**config.mk**
```make
export PLATFORM = sky130hd
export DESIGN_NAME = id_stage_flat
export DESIGN_NICKNAME = d
export VERILOG_FILES = /design/src/rtl/id_stage_if.sv /design/src/rtl/id_stage.sv /design/src/flat_wrapper.sv
export SDC_FILE = /design/constraint.sdc
export NUM_CORES = 2
export LEC_CHECK = 0
export ABC_CLOCK_PERIOD_IN_PS = 12500
export CORE_MARGIN = 5
export CORE_UTILIZATION = 60
export DETAILED_ROUTE_END_ITERATION = 10
export PLACE_DENSITY = 0.78
export SETUP_SLACK_MARGIN = 0.05
export SKIP_LAST_GASP = 1
export SLEW_MARGIN = 15
export SYNTH_ARGS = -nofsm -noshare
export SYNTH_HDL_FRONTEND = slang
export SYNTH_SLANG_ARGS = --single-unit
```
**constraint.sdc**
```tcl
create_clock -name clk -period 12.5 [get_ports clk]
set_input_delay 2.5 -clock clk [delete_from_list [all_inputs] [get_ports clk]]
set_output_delay 2.5 -clock clk [all_outputs]
set_load 0.05 [all_outputs]
```
**src/rtl/id_stage_if.sv**
```systemverilog
// Bundles the fetch, writeback and decode-result signals of the RV32I decode stage.
// The slave modport is the decode stage itself; the master modport is its environment.
interface id_stage_if;
    logic [31:0] if_instr;
    logic [31:0] if_pc;
    logic        stall;
    logic        flush;
    logic        wb_we;
    logic [4:0]  wb_rd;
    logic [31:0] wb_data;

    logic        id_valid;
    logic [31:0] id_pc;
    logic [31:0] id_instr;
    logic [4:0]  rs1_addr;
    logic [4:0]  rs2_addr;
    logic [4:0]  rd_addr;
    logic [6:0]  opcode;
    logic [2:0]  funct3;
    logic [6:0]  funct7;
    logic [31:0] rs1_data;
    logic [31:0] rs2_data;
    logic [31:0] imm;
    logic        reg_write;
    logic        mem_read;
    logic        mem_write;
    logic        branch;
    logic        jump;
    logic        alu_src;
    logic        illegal;

    modport master (
        output if_instr, if_pc, stall, flush, wb_we, wb_rd, wb_data,
        input  id_valid, id_pc, id_instr, rs1_addr, rs2_addr, rd_addr, opcode, funct3, funct7,
        input  rs1_data, rs2_data, imm, reg_write, mem_read, mem_write, branch, jump, alu_src,
        input  illegal
    );

    modport slave (
        input  if_instr, if_pc, stall, flush, wb_we, wb_rd, wb_data,
        output id_valid, id_pc, id_instr, rs1_addr, rs2_addr, rd_addr, opcode, funct3, funct7,
        output rs1_data, rs2_data, imm, reg_write, mem_read, mem_write, branch, jump, alu_src,
        output illegal
    );
endinterface

```
**src/rtl/id_stage.sv**
```systemverilog
// RV32I decode stage: IF/ID pipeline register, 32x32 register file with write-first bypass,
// and combinational field/immediate/control decode.
module id_stage #(
    parameter logic [31:0] NOP_INSTR = 32'h0000_0013,
    parameter logic [31:0] RESET_PC  = 32'h0000_0000
) (
    input logic       clk,
    input logic       rst_n,
    id_stage_if.slave bus
);
    localparam logic [6:0] OpR     = 7'b0110011;
    localparam logic [6:0] OpImm   = 7'b0010011;
    localparam logic [6:0] OpLoad  = 7'b0000011;
    localparam logic [6:0] OpStore = 7'b0100011;
    localparam logic [6:0] OpBr    = 7'b1100011;
    localparam logic [6:0] OpJal   = 7'b1101111;
    localparam logic [6:0] OpJalr  = 7'b1100111;
    localparam logic [6:0] OpLui   = 7'b0110111;
    localparam logic [6:0] OpAuipc = 7'b0010111;

    logic        valid_q, valid_d;
    logic [31:0] instr_q, instr_d;
    logic [31:0] pc_q, pc_d;
    logic [31:0] rf_q [32];

    // Flush squashes to the reset image and takes priority over stall.
    always_comb begin
        valid_d = valid_q;
        instr_d = instr_q;
        pc_d    = pc_q;
        if (bus.flush) begin
            valid_d = 1'b0;
            instr_d = NOP_INSTR;
            pc_d    = RESET_PC;
        end else if (!bus.stall) begin
            valid_d = 1'b1;
            instr_d = bus.if_instr;
            pc_d    = bus.if_pc;
        end
    end

    always_ff @(posedge clk) begin
        if (!rst_n) begin
            valid_q <= 1'b0;
            instr_q <= NOP_INSTR;
            pc_q    <= RESET_PC;
        end else begin
            valid_q <= valid_d;
            instr_q <= instr_d;
            pc_q    <= pc_d;
        end
    end

    // Writeback is independent of stall/flush.
    always_ff @(posedge clk) begin
        if (!rst_n) begin
            for (int i = 0; i < 32; i++) rf_q[i] <= '0;
        end else if (bus.wb_we && (bus.wb_rd != 5'd0)) begin
            rf_q[bus.wb_rd] <= bus.wb_data;
        end
    end

    logic [4:0] rs1, rs2;
    assign rs1 = instr_q[19:15];
    assign rs2 = instr_q[24:20];

    always_comb begin
        bus.rs1_data = rf_q[rs1];
        bus.rs2_data = rf_q[rs2];
        if (bus.wb_we && (bus.wb_rd == rs1)) bus.rs1_data = bus.wb_data;
        if (bus.wb_we && (bus.wb_rd == rs2)) bus.rs2_data = bus.wb_data;
        if (rs1 == 5'd0) bus.rs1_data = '0;
        if (rs2 == 5'd0) bus.rs2_data = '0;
    end

    assign bus.id_valid = valid_q;
    assign bus.id_pc    = pc_q;
    assign bus.id_instr = instr_q;
    assign bus.rs1_addr = rs1;
    assign bus.rs2_addr = rs2;
    assign bus.rd_addr  = instr_q[11:7];
    assign bus.opcode   = instr_q[6:0];
    assign bus.funct3   = instr_q[14:12];
    assign bus.funct7   = instr_q[31:25];

    logic [31:0] imm_i, imm_s, imm_b, imm_u, imm_j;
    assign imm_i = {{20{instr_q[31]}}, instr_q[31:20]};
    assign imm_s = {{20{instr_q[31]}}, instr_q[31:25], instr_q[11:7]};
    assign imm_b = {{19{instr_q[31]}}, instr_q[31], instr_q[7], instr_q[30:25], instr_q[11:8], 1'b0};
    assign imm_u = {instr_q[31:12], 12'b0};
    assign imm_j = {{11{instr_q[31]}}, instr_q[31], instr_q[19:12], instr_q[20], instr_q[30:21],
                    1'b0};

    // ctrl = {reg_write, mem_read, mem_write, branch, jump, alu_src}
    logic [5:0] ctrl;
    logic       ill;

    always_comb begin
        ctrl    = 6'b000000;
        ill     = 1'b0;
        bus.imm = '0;
        case (instr_q[6:0])
            OpR:     ctrl = 6'b100000;
            OpImm:   begin ctrl = 6'b100001; bus.imm = imm_i; end
            OpLoad:  begin ctrl = 6'b110001; bus.imm = imm_i; end
            OpStore: begin ctrl = 6'b001001; bus.imm = imm_s; end
            OpBr:    begin ctrl = 6'b000100; bus.imm = imm_b; end
            OpJal:   begin ctrl = 6'b100010; bus.imm = imm_j; end
            OpJalr:  begin ctrl = 6'b100011; bus.imm = imm_i; end
            OpLui:   begin ctrl = 6'b100001; bus.imm = imm_u; end
            OpAuipc: begin ctrl = 6'b100001; bus.imm = imm_u; end
            default: ill = 1'b1;
        endcase
        if (!valid_q) begin
            ctrl = 6'b000000;
            ill  = 1'b0;
        end
    end

    assign {bus.reg_write, bus.mem_read, bus.mem_write, bus.branch, bus.jump, bus.alu_src} = ctrl;
    assign bus.illegal = ill;
endmodule

```
**src/flat_wrapper.sv**
```systemverilog
// flat-port wrapper written by rule: the top's interface ports become plain ports
module id_stage_flat 
#(
    parameter logic [31:0] NOP_INSTR = 32'h0000_0013,
    parameter logic [31:0] RESET_PC  = 32'h0000_0000
)
  (clk, rst_n, bus_if_instr, bus_if_pc, bus_stall, bus_flush, bus_wb_we, bus_wb_rd, bus_wb_data, bus_id_valid, bus_id_pc, bus_id_instr, bus_rs1_addr, bus_rs2_addr, bus_rd_addr, bus_opcode, bus_funct3, bus_funct7, bus_rs1_data, bus_rs2_data, bus_imm, bus_reg_write, bus_mem_read, bus_mem_write, bus_branch, bus_jump, bus_alu_src, bus_illegal);
  id_stage_if bus_i ();
  input logic clk;
  input logic rst_n;
  input wire logic [$bits(bus_i.if_instr)-1:0] bus_if_instr;
  input wire logic [$bits(bus_i.if_pc)-1:0] bus_if_pc;
  input wire logic [$bits(bus_i.stall)-1:0] bus_stall;
  input wire logic [$bits(bus_i.flush)-1:0] bus_flush;
  input wire logic [$bits(bus_i.wb_we)-1:0] bus_wb_we;
  input wire logic [$bits(bus_i.wb_rd)-1:0] bus_wb_rd;
  input wire logic [$bits(bus_i.wb_data)-1:0] bus_wb_data;
  output wire logic [$bits(bus_i.id_valid)-1:0] bus_id_valid;
  output wire logic [$bits(bus_i.id_pc)-1:0] bus_id_pc;
  output wire logic [$bits(bus_i.id_instr)-1:0] bus_id_instr;
  output wire logic [$bits(bus_i.rs1_addr)-1:0] bus_rs1_addr;
  output wire logic [$bits(bus_i.rs2_addr)-1:0] bus_rs2_addr;
  output wire logic [$bits(bus_i.rd_addr)-1:0] bus_rd_addr;
  output wire logic [$bits(bus_i.opcode)-1:0] bus_opcode;
  output wire logic [$bits(bus_i.funct3)-1:0] bus_funct3;
  output wire logic [$bits(bus_i.funct7)-1:0] bus_funct7;
  output wire logic [$bits(bus_i.rs1_data)-1:0] bus_rs1_data;
  output wire logic [$bits(bus_i.rs2_data)-1:0] bus_rs2_data;
  output wire logic [$bits(bus_i.imm)-1:0] bus_imm;
  output wire logic [$bits(bus_i.reg_write)-1:0] bus_reg_write;
  output wire logic [$bits(bus_i.mem_read)-1:0] bus_mem_read;
  output wire logic [$bits(bus_i.mem_write)-1:0] bus_mem_write;
  output wire logic [$bits(bus_i.branch)-1:0] bus_branch;
  output wire logic [$bits(bus_i.jump)-1:0] bus_jump;
  output wire logic [$bits(bus_i.alu_src)-1:0] bus_alu_src;
  output wire logic [$bits(bus_i.illegal)-1:0] bus_illegal;
  assign bus_i.if_instr = bus_if_instr;
  assign bus_i.if_pc = bus_if_pc;
  assign bus_i.stall = bus_stall;
  assign bus_i.flush = bus_flush;
  assign bus_i.wb_we = bus_wb_we;
  assign bus_i.wb_rd = bus_wb_rd;
  assign bus_i.wb_data = bus_wb_data;
  assign bus_id_valid = bus_i.id_valid;
  assign bus_id_pc = bus_i.id_pc;
  assign bus_id_instr = bus_i.id_instr;
  assign bus_rs1_addr = bus_i.rs1_addr;
  assign bus_rs2_addr = bus_i.rs2_addr;
  assign bus_rd_addr = bus_i.rd_addr;
  assign bus_opcode = bus_i.opcode;
  assign bus_funct3 = bus_i.funct3;
  assign bus_funct7 = bus_i.funct7;
  assign bus_rs1_data = bus_i.rs1_data;
  assign bus_rs2_data = bus_i.rs2_data;
  assign bus_imm = bus_i.imm;
  assign bus_reg_write = bus_i.reg_write;
  assign bus_mem_read = bus_i.mem_read;
  assign bus_mem_write = bus_i.mem_write;
  assign bus_branch = bus_i.branch;
  assign bus_jump = bus_i.jump;
  assign bus_alu_src = bus_i.alu_src;
  assign bus_illegal = bus_i.illegal;
  id_stage #(.NOP_INSTR(NOP_INSTR), .RESET_PC(RESET_PC)) u_core (.clk(clk), .rst_n(rst_n), .bus(bus_i));
endmodule
```
# Yosys cells after proc, flatten, opt, wreduce, memory -nomap -nowiden

Memories as Yosys holds them, arrays and structs flattened. A register that Yosys moved wholly into a read port is not among the register bits.
Index checks and enable logic that the tools add are counted.

Mux-type cells: 20
Reduce and logical (&&, ||, !) cells: 12
Equality and inequality tests: 11
Bitwise gates (word level): 1

Operators with widths:

| operator             | count |
|---|---|
| $mux W32             | 5 |
| $pmux W32 S5         | 1 |
| $pmux W6 S7          | 1 |
| $reduce_or A32 Y1    | 1 |
| $mux W5              | 5 |
| $eq A7 B6 Y1 const B | 3 |
| $eq A7 B7 Y1 const B | 3 |
| $eq A7 B5 Y1 const B | 2 |
| $eq A5 B5 Y1         | 2 |
| $logic_not A5 Y1     | 2 |
| $reduce_or A9 Y1     | 1 |
| $eq A7 B2 Y1 const B | 1 |
| $mux W1              | 7 |
| $mux W6              | 1 |
| $reduce_or A3 Y1     | 2 |
| $reduce_bool A5 Y1   | 1 |
| $reduce_or A2 Y1     | 2 |
| $logic_and A1 B1 Y1  | 3 |
| $not A1 Y1           | 1 |

Output and inout bits: 200
Word-level logic and storage cells: 48
Memory bits (writable): 1,024
Register bits: 65
Memories kept: 1
Input port bits: 106

Memories:

| memory      | words | width | read ports | clocked after memory_dff | write ports | line           | RTL |
|---|---|---|---|---|---|---|---|
| u_core.rf_q | 32    | 32    | 2          | 2                        | 32          | id_stage.sv:24 | `logic [31:0] rf_q [32];` |

# Depth between registers and ports, before layout

Word-level depth: 7
Mapped depth: 10
Depth with buffers taken out: 5

# Worst setup path before layout

Ideal clock, no wire load.

Kind: input to output
Start point: input bus_wb_rd[2]
End point: output bus_rs1_data[23]
Buffers on the path: 2
Cell stages on the path: 7
Arrival: 4.685 ns
Path slack: 5.315 ns
Required time: 10.000 ns
Cells stage by stage: buf_2 > xor2_1 > nor4_1 > a311oi_1 > clkbuf_1 > a31oi_1 > o2bb2ai_1

Word-level cells in the longest chain between the ends: 4

RTL lines:

| element             | line               | RTL |
|---|---|---|
| start: declaration  | flat_wrapper.sv:16 | `input wire logic [$bits(bus_i.wb_rd)-1:0] bus_wb_rd;` |
| $eq A5 B5 Y1        | id_stage.sv:70     | `if (bus.wb_we && (bus.wb_rd == rs1)) bus.rs1_data = bus.wb_data;` |
| $logic_and A1 B1 Y1 | id_stage.sv:70     |  |
| $mux W32            | id_stage.sv:70     |  |
| $mux W32            | id_stage.sv:72     | `if (rs1 == 5'd0) bus.rs1_data = '0;` |
| end: declaration    | flat_wrapper.sv:27 | `output wire logic [$bits(bus_i.rs1_data)-1:0] bus_rs1_data;` |

Every way passes these cells.

# Worst setup path in the final report

Start point: input bus_wb_rd[4]
End point: output bus_rs1_data[14]

The elaborated chain is that of the path after synthesis.

==> reports/metrics.yaml <==
start_util_pct: 60.69
avgSynthCellArea_um2: 14.50
critPathBufInv: 3
die-width_um: 323.2
crit_fanout: 17
synth_edf_count: 1024
gp_congestion: 0.8970
area.growth.synth_to_final_pct: 12.95
wl_um: 201300
root_buffer: "clkbuf_16"
drc: 0
pwr-share-seq_pct: 49.7
cts-buffers-inserted: 112
place_ws_ps: 3478
antenna_found_initial: 16
num_vias: 39920
clockBufferDepth: 3
clock.fmax_ghz: 0.1096
ys_ff_latch: 1099
intPower_mw: 6.441
skew_ps: 1.776
layout.nets: 4270
cts_tree: "yes"
clockPowerShare_pct: 37.0
peakVddDrop_v: 0.0001052
drv_slew: 0
grt_overflow: 0
synth_flop_cell: "edfxtp_1"
path_clk_slew_ps: 60
grt_pass1_vias: 39690
fin_tns_setup_ps: 0
start_kind: "primary input"
dieArea_mm2: 0.1045
cp_common_cell: "clkdlybuf4s50_1"
switching_power_mw: 2.278
ys_types: 67
drive_gt1_share_pct: 20.29
core_area_mm2: 0.09699
drt_iter0_markers: 6738
powerDensity_mw_per_mm2: 131.1
grt_pass1_wl_um: 283200
ios: 306
ys_warn_count: 0
synth-async-reset-ratio_pct: 0
critical_path.slowest_cell: "clkdlybuf4s50_1"
ctsHoldBuffers: 0
final-hold-violation-count: 0
cp.required_ps: 10000
worst_slack_ps: 3379
combPwrFrac_pct: 13.3
cts_max_level: 3
rsz0062_at_grt: "false"
wire_per_inst_um: 36.30
cts_setup_buffers: 0
insertion_delay_ps: 690
worst-slew-pin-transition_ps: 1351
path_class: "in -> out"
status: "complete, no violations"
die_y_um: 323.2
syn_inst: 4060
leakage_nw: 21.81
cpPeakStageDelay_ps: 870
cp.arrival_ps: 6620
critical_path.cell_chain: "clkdlybuf4s50_1 -> xor2_1 -> nor4_1 -> nand3_1 -> nor2_4 -> buf_4 -> o2bb2ai_1 -> clkdlybuf4s50_1"
yosysSeqAreaShare_pct: 54.78
via_per_inst: 7.200
num_rows: 114
grt_max_degree: 121
clock_sinks: 1099
min_period_ps: 9121
cap_violations: 0
slew_headroom_pct: 9.728
cp_top_family: "buffers and inverters"
min_path_type: "reg -> reg"
post_cts_resized: 0
io_buffer_count: 305
synth_area_mm2: 0.05887
finalCritPeriodShare_pct: 72.97
end_kind: "output port"
first_pass_iters: 6
fill_cells: 6523
switching_share_pct: 26.13
hpwl_um: 116500
detail-route-antenna-nets: 0
setup_violations: 0
track_usage_pct: 38.32
[path summary, 6_finish.rpt]
kind                                              start  slack [ps]  cells past startpoint                  end
worst max-delay path                       bus_wb_rd[4]        3380                      8     bus_rs1_data[14]
worst min register to register      u_core.bus.id_pc[9]         500                      2  u_core.bus.id_pc[9]
worst min-delay path                u_core.bus.id_pc[9]         500                      2  u_core.bus.id_pc[9]
worst max register to register  u_core.bus.id_instr[21]       11410                      2            flip-flop
[cell families after synthesis]
group	share of synthesized area (%)
flip-flops	54.78
other	0.006370
buffers and inverters	3.753
AND/OR/NAND/NOR	13.43
multiplexers	22.65
XOR/XNOR	0.1488
AO/OA/AOI/OAI	5.228
[synthesized netlist by cell type (13+ instances only)]
library cell  number  area share, %
a31oi_1           22           0.23
a21oi_1           28           0.24
edfxtp_1        1024             52
nand2b_1          35           0.37
mux4_2           441             17
mux4_1            19           0.85
buf_2             62           0.53
o2bb2ai_1         31           0.46
buf_6             14           0.27
buf_1             27           0.17
a32o_1            24           0.41
a21o_1            19           0.24
nand3b_1          13           0.17
nor2b_1           17           0.18
buf_4             58           0.74
dfxtp_1           75            2.6
a22oi_1           59           0.75
a221oi_1          47           0.70
mux2i_1          229            3.9
nand3_1           25           0.21
and2_1          1005             11
nor3_1            16           0.14
nand2_1           29           0.18
a22o_1            14           0.21
o221ai_1          22           0.33
nor2_1           161            1.0
clkbuf_1         289            1.8
o21ai_0           67           0.57
mux2_2            52           0.99
[cell type report]
cell class,instances,area [um^2],share of cell area [%]
clock buffers,154,2992,4.499
inverters,4,15.01,0.02258
well taps,1276,1597,2.401
flip-flops and latches,1099,32280,48.55
diodes,9,22.52,0.03387
clock inverters,55,451.7,0.6793
repair buffers,415,3959,5.954
multi-input cells,2532,25180,37.86
[power groups by stage]
stage / sequential, mW / combinational [mW] / clock [mW]
after floorplan: 4.39 / 0.683 / 0
after global placement: 4.38 / 1.11 / 0
after detailed placement: 4.40 / 1.12 / 0
after CTS: 4.32 / 1.13 / 3.21
after global routing: 4.35 / 1.19 / 3.37
final: 4.33 / 1.16 / 3.22
[metrics by stage]
stage	area [um^2]	instances	util (%)	hold slack, ps	total power, mW
6_report	66500	5544	68.56	500.7	8.719
5_1_grt	66480	5537	68.54	531.4	8.910
4_1_cts	66470	5534	68.53	502.1	8.665
3_5_place_dp	63030	5325	64.98	488.3	5.525
3_3_place_gp	63030	5325	64.98	473.4	5.495
2_1_floorplan	58990	4091	-	745.9	5.069
[registers in the layout, indices dropped and copies added (netlist names), named ones only]
signal,cells
u_core.rf_q,1024
u_core.bus.id_instr,32
u_core.bus.id_pc,32
u_core.bus.id_valid,1
[worst reg2reg max path, delay by kind of cell, from the launching register on]
kind,cells,cell delay [ps]
multiplexers,1,150
flip-flops,1,660
AND/OR/NAND/NOR,1,180
[layout by cell type (no fill, tap or decap), types with 9 or more instances in the layout]
cell / instances
edfxtp_1: 1024
and2_1: 1004
mux4_2: 441
clkdlybuf4s50_1: 296
mux2i_1: 229
nor2_1: 126
clkbuf_16: 113
buf_4: 103
dfxtp_1: 65
a22oi_1: 59
mux2_2: 52
a221oi_1: 47
clkbuf_1: 40
o21ai_0: 35
nand2b_1: 34
conb_1: 32
o2bb2ai_1: 31
o21ai_4: 31
nor2_4: 30
nand2_1: 29
a21oi_1: 28
nand3_1: 25
clkinv_1: 25
a32o_1: 24
o221ai_1: 22
a31oi_1: 20
a21o_1: 19
mux4_1: 19
nor3_1: 15
clkinv_2: 15
a22o_1: 14
nand3b_1: 13
nor2b_1: 12
a221o_1: 11
o31a_1: 10
nor2_2: 10
o21ai_1: 10
diode_2: 9
a211o_1: 9
[layer usage]
layer | up-vias | global-route usage, % | wire length [um]
met1 | 19950 | 49.75 | 66270
met5 | - | 0.9524 | 224
met2 | 3485 | 55.86 | 88590
met3 | 732 | 16.36 | 34140
met4 | 14 | 19.20 | 12030
li1 | 15730 | - | -
No activity file was read; power rests on OpenSTA's default activity.
